$ cat src/rtl/sparsity_scan_ctrl_if.sv
// Bus bundle between the sparsity scan sequencer, the flag RAM and the PE-side consumer.
// The abort input exists only when SPARSITY_SCAN_CTRL_ABORT_EN is defined.
interface sparsity_scan_ctrl_if #(
    parameter int unsigned ADDR_WIDTH = 8,
    parameter int unsigned IDX_WIDTH  = 4,
    parameter int unsigned ACT_LEN    = 16
);
    logic                          mode;
    logic                          start;
    logic [ADDR_WIDTH-1:0]         base_addr;
    logic                          busy;
    logic                          flag_rd_req;
    logic [ADDR_WIDTH-1:0]         flag_rd_addr;
    logic                          flag_rd_data;
    logic [ACT_LEN*IDX_WIDTH-1:0]  idx_array;
    logic [4:0]                    valid_cnt;
    logic [5:0]                    row_cnt;
    logic                          out_valid;
    logic                          out_ready;
`ifdef SPARSITY_SCAN_CTRL_ABORT_EN
    logic                          abort;

    modport master (
        input  mode, start, base_addr, flag_rd_data, out_ready, abort,
        output busy, flag_rd_req, flag_rd_addr, idx_array, valid_cnt, row_cnt, out_valid
    );
    modport slave (
        output mode, start, base_addr, flag_rd_data, out_ready, abort,
        input  busy, flag_rd_req, flag_rd_addr, idx_array, valid_cnt, row_cnt, out_valid
    );
`else
    modport master (
        input  mode, start, base_addr, flag_rd_data, out_ready,
        output busy, flag_rd_req, flag_rd_addr, idx_array, valid_cnt, row_cnt, out_valid
    );
    modport slave (
        output mode, start, base_addr, flag_rd_data, out_ready,
        input  busy, flag_rd_req, flag_rd_addr, idx_array, valid_cnt, row_cnt, out_valid
    );
`endif
endinterface

$ cat src/rtl/sparsity_scan_ctrl.sv
// Burst-reads the 1-bit sparsity flag RAM, compacts nonzero positions and hands the result over
// a valid/ready handshake. Optional abort input enabled by SPARSITY_SCAN_CTRL_ABORT_EN.
module sparsity_scan_ctrl #(
    parameter int unsigned ADDR_WIDTH = 8,
    parameter int unsigned IDX_WIDTH  = 4,
    parameter int unsigned ACT_LEN    = 16,
    parameter int unsigned WEI_LEN    = 9
) (
    input  logic                clk,
    input  logic                reset,
    sparsity_scan_ctrl_if.master bus
);
    localparam int unsigned CntW  = $clog2(ACT_LEN + 1);
    localparam int unsigned SlotW = $clog2(ACT_LEN);
    localparam int unsigned ArrW  = ACT_LEN * IDX_WIDTH;

    localparam logic [1:0] IDLE  = 2'd0;
    localparam logic [1:0] READ  = 2'd1;
    localparam logic [1:0] DRAIN = 2'd2;
    localparam logic [1:0] DONE  = 2'd3;

    logic [1:0]            state_q, state_d;
    logic                  wei_q, wei_d;
    logic [ADDR_WIDTH-1:0] base_q, base_d;
    logic [CntW-1:0]       k_q, k_d;
    logic [CntW-1:0]       p_q, p_d;
    logic                  cap_q, cap_d;
    logic [ArrW-1:0]       idx_q, idx_d;
    logic [4:0]            vcnt_q, vcnt_d;
    logic [5:0]            row_q, row_d;
    logic [CntW-1:0]       last_k;
    logic [SlotW-1:0]      slot;

    assign last_k = wei_q ? CntW'(WEI_LEN - 1) : CntW'(ACT_LEN - 1);
    assign slot   = SlotW'(vcnt_q);

    always_comb begin
        state_d = state_q;
        wei_d   = wei_q;
        base_d  = base_q;
        k_d     = k_q;
        p_d     = p_q;
        idx_d   = idx_q;
        vcnt_d  = vcnt_q;
        row_d   = row_q;
        cap_d   = (state_q == READ);

        case (state_q)
            IDLE: begin
                if (bus.start) begin
                    state_d = READ;
                    wei_d   = bus.mode;
                    base_d  = bus.base_addr;
                    k_d     = '0;
                    p_d     = '0;
                    idx_d   = '0;
                    vcnt_d  = '0;
                    row_d   = '0;
                end
            end
            READ: begin
                k_d = k_q + CntW'(1);
                if (k_q == last_k) state_d = DRAIN;
            end
            DRAIN: state_d = DONE;
            default: begin
                if (bus.out_ready) state_d = IDLE;
            end
        endcase

        // Flag data trails its request by one cycle, so capture runs on the delayed strobe.
        if (cap_q) begin
            p_d = p_q + CntW'(1);
            if (bus.flag_rd_data) begin
                idx_d[slot*IDX_WIDTH +: IDX_WIDTH] = IDX_WIDTH'(p_q);
                vcnt_d = vcnt_q + 5'd1;
                if (wei_q) begin
                    if (p_q < CntW'(3))      row_d[1:0] = row_q[1:0] + 2'd1;
                    else if (p_q < CntW'(6)) row_d[3:2] = row_q[3:2] + 2'd1;
                    else                     row_d[5:4] = row_q[5:4] + 2'd1;
                end
            end
        end

`ifdef SPARSITY_SCAN_CTRL_ABORT_EN
        if (bus.abort && (state_q == READ || state_q == DRAIN)) begin
            state_d = IDLE;
            cap_d   = 1'b0;
            k_d     = '0;
            p_d     = '0;
            idx_d   = '0;
            vcnt_d  = '0;
            row_d   = '0;
        end
`endif
    end

    always_ff @(posedge clk) begin
        if (reset) begin
            state_q <= IDLE;
            wei_q   <= 1'b0;
            base_q  <= '0;
            k_q     <= '0;
            p_q     <= '0;
            cap_q   <= 1'b0;
            idx_q   <= '0;
            vcnt_q  <= '0;
            row_q   <= '0;
        end else begin
            state_q <= state_d;
            wei_q   <= wei_d;
            base_q  <= base_d;
            k_q     <= k_d;
            p_q     <= p_d;
            cap_q   <= cap_d;
            idx_q   <= idx_d;
            vcnt_q  <= vcnt_d;
            row_q   <= row_d;
        end
    end

    assign bus.busy         = (state_q != IDLE);
    assign bus.flag_rd_req  = (state_q == READ);
    assign bus.flag_rd_addr = (state_q == READ) ? base_q + ADDR_WIDTH'(k_q) : '0;
    assign bus.idx_array    = idx_q;
    assign bus.valid_cnt    = vcnt_q;
    assign bus.row_cnt      = row_q;
    assign bus.out_valid    = (state_q == DONE);
endmodule

$ cat src/flat_wrapper.sv
// flat-port wrapper written by rule: the top's interface ports become plain ports
module sparsity_scan_ctrl_flat 
#(
    parameter int unsigned ADDR_WIDTH = 8,
    parameter int unsigned IDX_WIDTH  = 4,
    parameter int unsigned ACT_LEN    = 16,
    parameter int unsigned WEI_LEN    = 9
)
  (clk, reset, bus_mode, bus_start, bus_base_addr, bus_flag_rd_data, bus_out_ready, bus_busy, bus_flag_rd_req, bus_flag_rd_addr, bus_idx_array, bus_valid_cnt, bus_row_cnt, bus_out_valid);
  sparsity_scan_ctrl_if #(.ADDR_WIDTH(ADDR_WIDTH), .IDX_WIDTH(IDX_WIDTH), .ACT_LEN(ACT_LEN)) bus_i ();
  input  logic clk;
  input  logic reset;
  input wire logic [$bits(bus_i.mode)-1:0] bus_mode;
  input wire logic [$bits(bus_i.start)-1:0] bus_start;
  input wire logic [$bits(bus_i.base_addr)-1:0] bus_base_addr;
  input wire logic [$bits(bus_i.flag_rd_data)-1:0] bus_flag_rd_data;
  input wire logic [$bits(bus_i.out_ready)-1:0] bus_out_ready;
  output wire logic [$bits(bus_i.busy)-1:0] bus_busy;
  output wire logic [$bits(bus_i.flag_rd_req)-1:0] bus_flag_rd_req;
  output wire logic [$bits(bus_i.flag_rd_addr)-1:0] bus_flag_rd_addr;
  output wire logic [$bits(bus_i.idx_array)-1:0] bus_idx_array;
  output wire logic [$bits(bus_i.valid_cnt)-1:0] bus_valid_cnt;
  output wire logic [$bits(bus_i.row_cnt)-1:0] bus_row_cnt;
  output wire logic [$bits(bus_i.out_valid)-1:0] bus_out_valid;
  assign bus_i.mode = bus_mode;
  assign bus_i.start = bus_start;
  assign bus_i.base_addr = bus_base_addr;
  assign bus_i.flag_rd_data = bus_flag_rd_data;
  assign bus_i.out_ready = bus_out_ready;
  assign bus_busy = bus_i.busy;
  assign bus_flag_rd_req = bus_i.flag_rd_req;
  assign bus_flag_rd_addr = bus_i.flag_rd_addr;
  assign bus_idx_array = bus_i.idx_array;
  assign bus_valid_cnt = bus_i.valid_cnt;
  assign bus_row_cnt = bus_i.row_cnt;
  assign bus_out_valid = bus_i.out_valid;
  sparsity_scan_ctrl #(.ADDR_WIDTH(ADDR_WIDTH), .IDX_WIDTH(IDX_WIDTH), .ACT_LEN(ACT_LEN), .WEI_LEN(WEI_LEN)) u_core (.clk(clk), .reset(reset), .bus(bus_i));
endmodule
$ cat config.mk
export PLATFORM = sky130hd
export DESIGN_NAME = sparsity_scan_ctrl_flat
export DESIGN_NICKNAME = d
export VERILOG_FILES = /design/src/rtl/sparsity_scan_ctrl_if.sv /design/src/rtl/sparsity_scan_ctrl.sv /design/src/flat_wrapper.sv
export SDC_FILE = /design/constraint.sdc
export NUM_CORES = 1
export LEC_CHECK = 0
export ABC_AREA = 1
export CAP_MARGIN = 10
export CORE_MARGIN = 10
export CORE_UTILIZATION = 40
export CTS_BUF_LIST = sky130_fd_sc_hd__clkbuf_8 sky130_fd_sc_hd__clkbuf_16
export CTS_CLUSTER_SIZE = 12
export DETAILED_ROUTE_END_ITERATION = 16
export PLACE_DENSITY = 0.66
export SETUP_SLACK_MARGIN = 0.05
export SLEW_MARGIN = 20
export SYNTH_ARGS = -nofsm -noshare
export SYNTH_HDL_FRONTEND = slang
export SYNTH_SLANG_ARGS = --single-unit
$ cat constraint.sdc
create_clock -name clk -period 2.7 [get_ports clk]
set_input_delay 0.54 -clock clk [delete_from_list [all_inputs] [get_ports clk]]
set_output_delay 0.54 -clock clk [all_outputs]
set_load 0.1 [all_outputs]
==> flow_results.org <==
** Setup path
- At the worst endpoint, the arrival time is 2.03 ns.
- Cells along the critical path :: ha_4 > fa_2 > nand3_2 > nand2_4 > a21oi_2 > nor2_1 > nand2_1 > nand2_2 > nor2_4 > buf_12
- Critical path's slowest cell :: sky130_fd_sc_hd__fa_2
- Kind of capture point of the worst setup path :: output pin
- Element type at the critical path start :: flip-flop
- Startpoint of the worst-slack reg-to-reg timing path :: u_core.bus.valid_cnt[0]
- Required time at the endpoint of the critical path :: 2.16 ns
- The critical path is of the flip-flop to output pin type.
- Launching element of the worst setup path :: u_core.k_q[0]
- Maximum fanout count along the critical path :: 6
- In this design, the stage delay of the slowest critical-path cell is 0.38 ns.

** Synthesis
- The number of nets in the synthesized netlist is 761.
- The share of the Yosys chip area taken by registers is 0.390.
- Most numerous cell types in the synthesized netlist :: sky130_fd_sc_hd__nand2_1 (155), sky130_fd_sc_hd__nor2_1 (133), sky130_fd_sc_hd__dfxtp_1 (97)
- Among all flip-flop cells after synthesis, the most frequent one is sky130_fd_sc_hd__dfxtp_1.
- The Yosys step of the flow raised 0 warnings.
- Counting flops with a built-in enable in the synthesized netlist gives 0.
- In the post-synthesis netlist, the cell with the most instances is sky130_fd_sc_hd__nand2_1.
- The share of synthesized area in the top cell type comes to 0.390.
- Summing every instance area after synthesis gives 4980 um2.
- In the synthesized netlist the async set-or-reset flop fraction comes to 0.
- Summed over all instances, the cell type with the most area after synthesis is sky130_fd_sc_hd__dfxtp_1.
- Biggest area contributors in the synthesized netlist :: sky130_fd_sc_hd__dfxtp_1 (39%), sky130_fd_sc_hd__nand2_1 (12%), sky130_fd_sc_hd__nor2_1 (10%), sky130_fd_sc_hd__o21ai_0 (6.0%), sky130_fd_sc_hd__inv_1 (5.7%)
- After synthesis, the mean cell area works out to 6.82 um2.
- The cell count after synthesis came out at 730.
- Yosys cell types :: 34
- Register bit count reported by yosys :: 97

** Route
- The final layout contains routed wiring with a total length of 13.4 mm.
- After detailed routing, the average wire length per cell comes to 13.5 um.
- DRC violation total after the first TritonRoute iteration :: 334
- In the routed design, unresolved DRC markers number 0.
- Count of antenna-violating nets left after detailed routing :: 0
- DR vias/cell :: 4.86
- Total vias in the final route :: 4830
- Detailed Routing Iterations Pass 1 :: 5

** Cells and area
- Counting the fill cells in the layout gives 1198.
- Of the cells placed in the final design, the portion with a size suffix greater than 1 is 0.191.
- The area growth from synthesis to layout is 28.5%.
- Antenna Cells :: 0
- The net count of the finished layout is 852.
- Layout Cell Area excl Fill :: 6390 um2
- Once layout is complete, the utilization of the core stands at 0.528.

** STA
- Final Max Slew Viols :: 0
- Setup violations remaining at the end of the flow were counted as 0.
- Setup repair after global routing could not meet its margin everywhere.
- Final worst path period need :: 2.57 ns
- Tightest Pin Transition :: 0.573 ns
- Derived from the worst setup path, the maximum achievable clock frequency is 388 MHz.
- Headroom to the max-slew limit :: 0.615
- Clock tree skew after final layout :: 0.00662 ns
- The final-report hold violation count came to 0.
- Of the available clock period, the critical path in the final layout requires 0.953.

** Clock network
- Buffer type at the clock tree root :: sky130_fd_sc_hd__clkbuf_16
- TritonCTS built the clock tree.
- The clock drives 97 sinks.
- No sink is reached through more buffers than the 2 on the longest clock path.
- Total CTS buffers :: 9
- H-tree lvl count :: 3
- Clock latency on the worst-skew pair, taken at its later pin, is 0.33 ns.
- Clock transition at path regs :: 0.07 ns

** GRT
- Antenna violations before repair :: 0
- Wire length of the first global-routing pass :: 22.5 mm
- Global route overflow :: 0
- Maximum number of pins on one net before global-route repair :: 80
- Via count of the first global-routing pass :: 4628
- For this run, the total global-route usage over all layers was measured as 0.152.

** Floorplan
- Y dimension of the die :: 132 um
- Number of ports placed on the die boundary :: 100
- Core Region :: 12100 um2
- The floorplan step set the die width to 132 um.
- After floorplanning, the core was divided into 40 placement rows.
- Die footprint :: 17300 um2
- For this configuration, the core starts out at a cell density of 0.411.

** Pwr
- Overall power :: 0.00429 W
- VDD sags by at most 0.307 mV.
- Leakage power figure :: 2.71 nW
- Power per Cell Area :: 670 nW/um2

** Job
- Across the run, the number of max-cap violations was 0.

** Placed design
- Half-perimeter wire length after detailed placement :: 10.1 mm
- Port Buffers :: 99
- Standard cell area after detailed placement :: 6070 um2
- Routability-driven placement finished with a final weighted congestion of 0.894.

** Min path
- The tightest min-delay check is of the flip-flop to flip-flop type.
- The worst hold path begins at u_core.bus.idx_array[23].

** Run status
- Status :: finished, final reports clean
metal layers:
metal | track usage | part of all wire | up-vias
met5 | 0 | 0 | -
met4 | 0.0439 | 0.015 | 0
met3 | 0.0354 | 0.051 | 15
met2 | 0.263 | 0.48 | 107
met1 | 0.184 | 0.45 | 2163
li1 | - | - | 2545
metrics by stage:
step                      setup TNS [ns]  setup WS [ns]  std cells  hold slack [ns]
after detailed placement               0          0.260        977            0.455
after global placement                 0          0.303        977            0.442
after CTS                              0         0.0582        993            0.465
after floorplan                        0          0.171        730            0.439
after global routing            -0.00793       -0.00793        994            0.492
final                                  0          0.126        994            0.460
flip-flops by register name, summed over array words and instances, names as in the netlist:
register,flops
u_core.k_q,5
u_core.bus.valid_cnt,5
u_core.state_q,2
u_core.bus.row_cnt,6
u_core.base_q,8
u_core.wei_q,1
u_core.p_q,5
u_core.bus.idx_array,64
u_core.cap_q,1
report_power, final:
group	switching, W	internal, W
sequential	0.0000929	0.00151
combinational	0.00111	0.000413
clock	0.000541	0.000624
critical path, delay by kind of cell (launching register included):
kind | cells | cell delay (ns)
AND/OR/NAND/NOR | 6 | 0.48
buffers and inverters | 1 | 0.18
adder cells (fa/ha/maj) | 2 | 0.55
flip-flops | 1 | 0.37
AO/OA/AOI/OAI | 1 | 0.11
repair_timing:
item / in CTS / in global routing
setup buffers: 0 / 1
endpoints found under the hold margin: 0 / 0
resized for setup: 4 / 9
hold buffers: 0 / 0
setup endpoints to repair: 2 / 3
pin swaps: 0 / 3
worst paths after layout:
check / end / slack (ns) / depth (start not counted)
min: u_core.bus.idx_array[23] / 0.46 / 2
max reg2reg: u_core.bus.idx_array[42] / 0.38 / 8
max: bus_flag_rd_addr[6] / 0.13 / 10
min reg2reg: u_core.bus.idx_array[23] / 0.46 / 2
final cells by class:
cell class	instances	area (um2)	area share
clock buffer	9	225	0.0352
tap	168	210	0.0329
sequential	97	1950	0.305
timing repair buffer	113	981	0.153
multi-input combinational	521	2690	0.420
clock inverter	7	46.3	0.00724
inverter	79	297	0.0464
kinds of logic (layout without fill, tap and decap cells):
logic type,after synthesis,after routing,synth area share
and+or+nand+nor,372,372,0.330
AOI/OAI and AO/OA,130,130,0.139
buffers and inverters,112,208,0.0895
DFF,97,97,0.390
adders and majority gates,17,17,0.0442
xor gates and xnor gates,2,2,0.00729
cell usage in the layout, fill, tap and decap left out, types with 13 or more instances in the layout:
cell,instances
sky130_fd_sc_hd__nand3_1,26
sky130_fd_sc_hd__nand4_1,25
sky130_fd_sc_hd__nand2_1,152
sky130_fd_sc_hd__clkdlybuf4s50_1,13
sky130_fd_sc_hd__a21oi_1,48
sky130_fd_sc_hd__o21ai_0,60
sky130_fd_sc_hd__dfxtp_1,94
sky130_fd_sc_hd__buf_4,92
sky130_fd_sc_hd__nor2_1,130
sky130_fd_sc_hd__ha_1,13
sky130_fd_sc_hd__inv_1,75
Note: power is estimated with default switching activity, not from simulation.
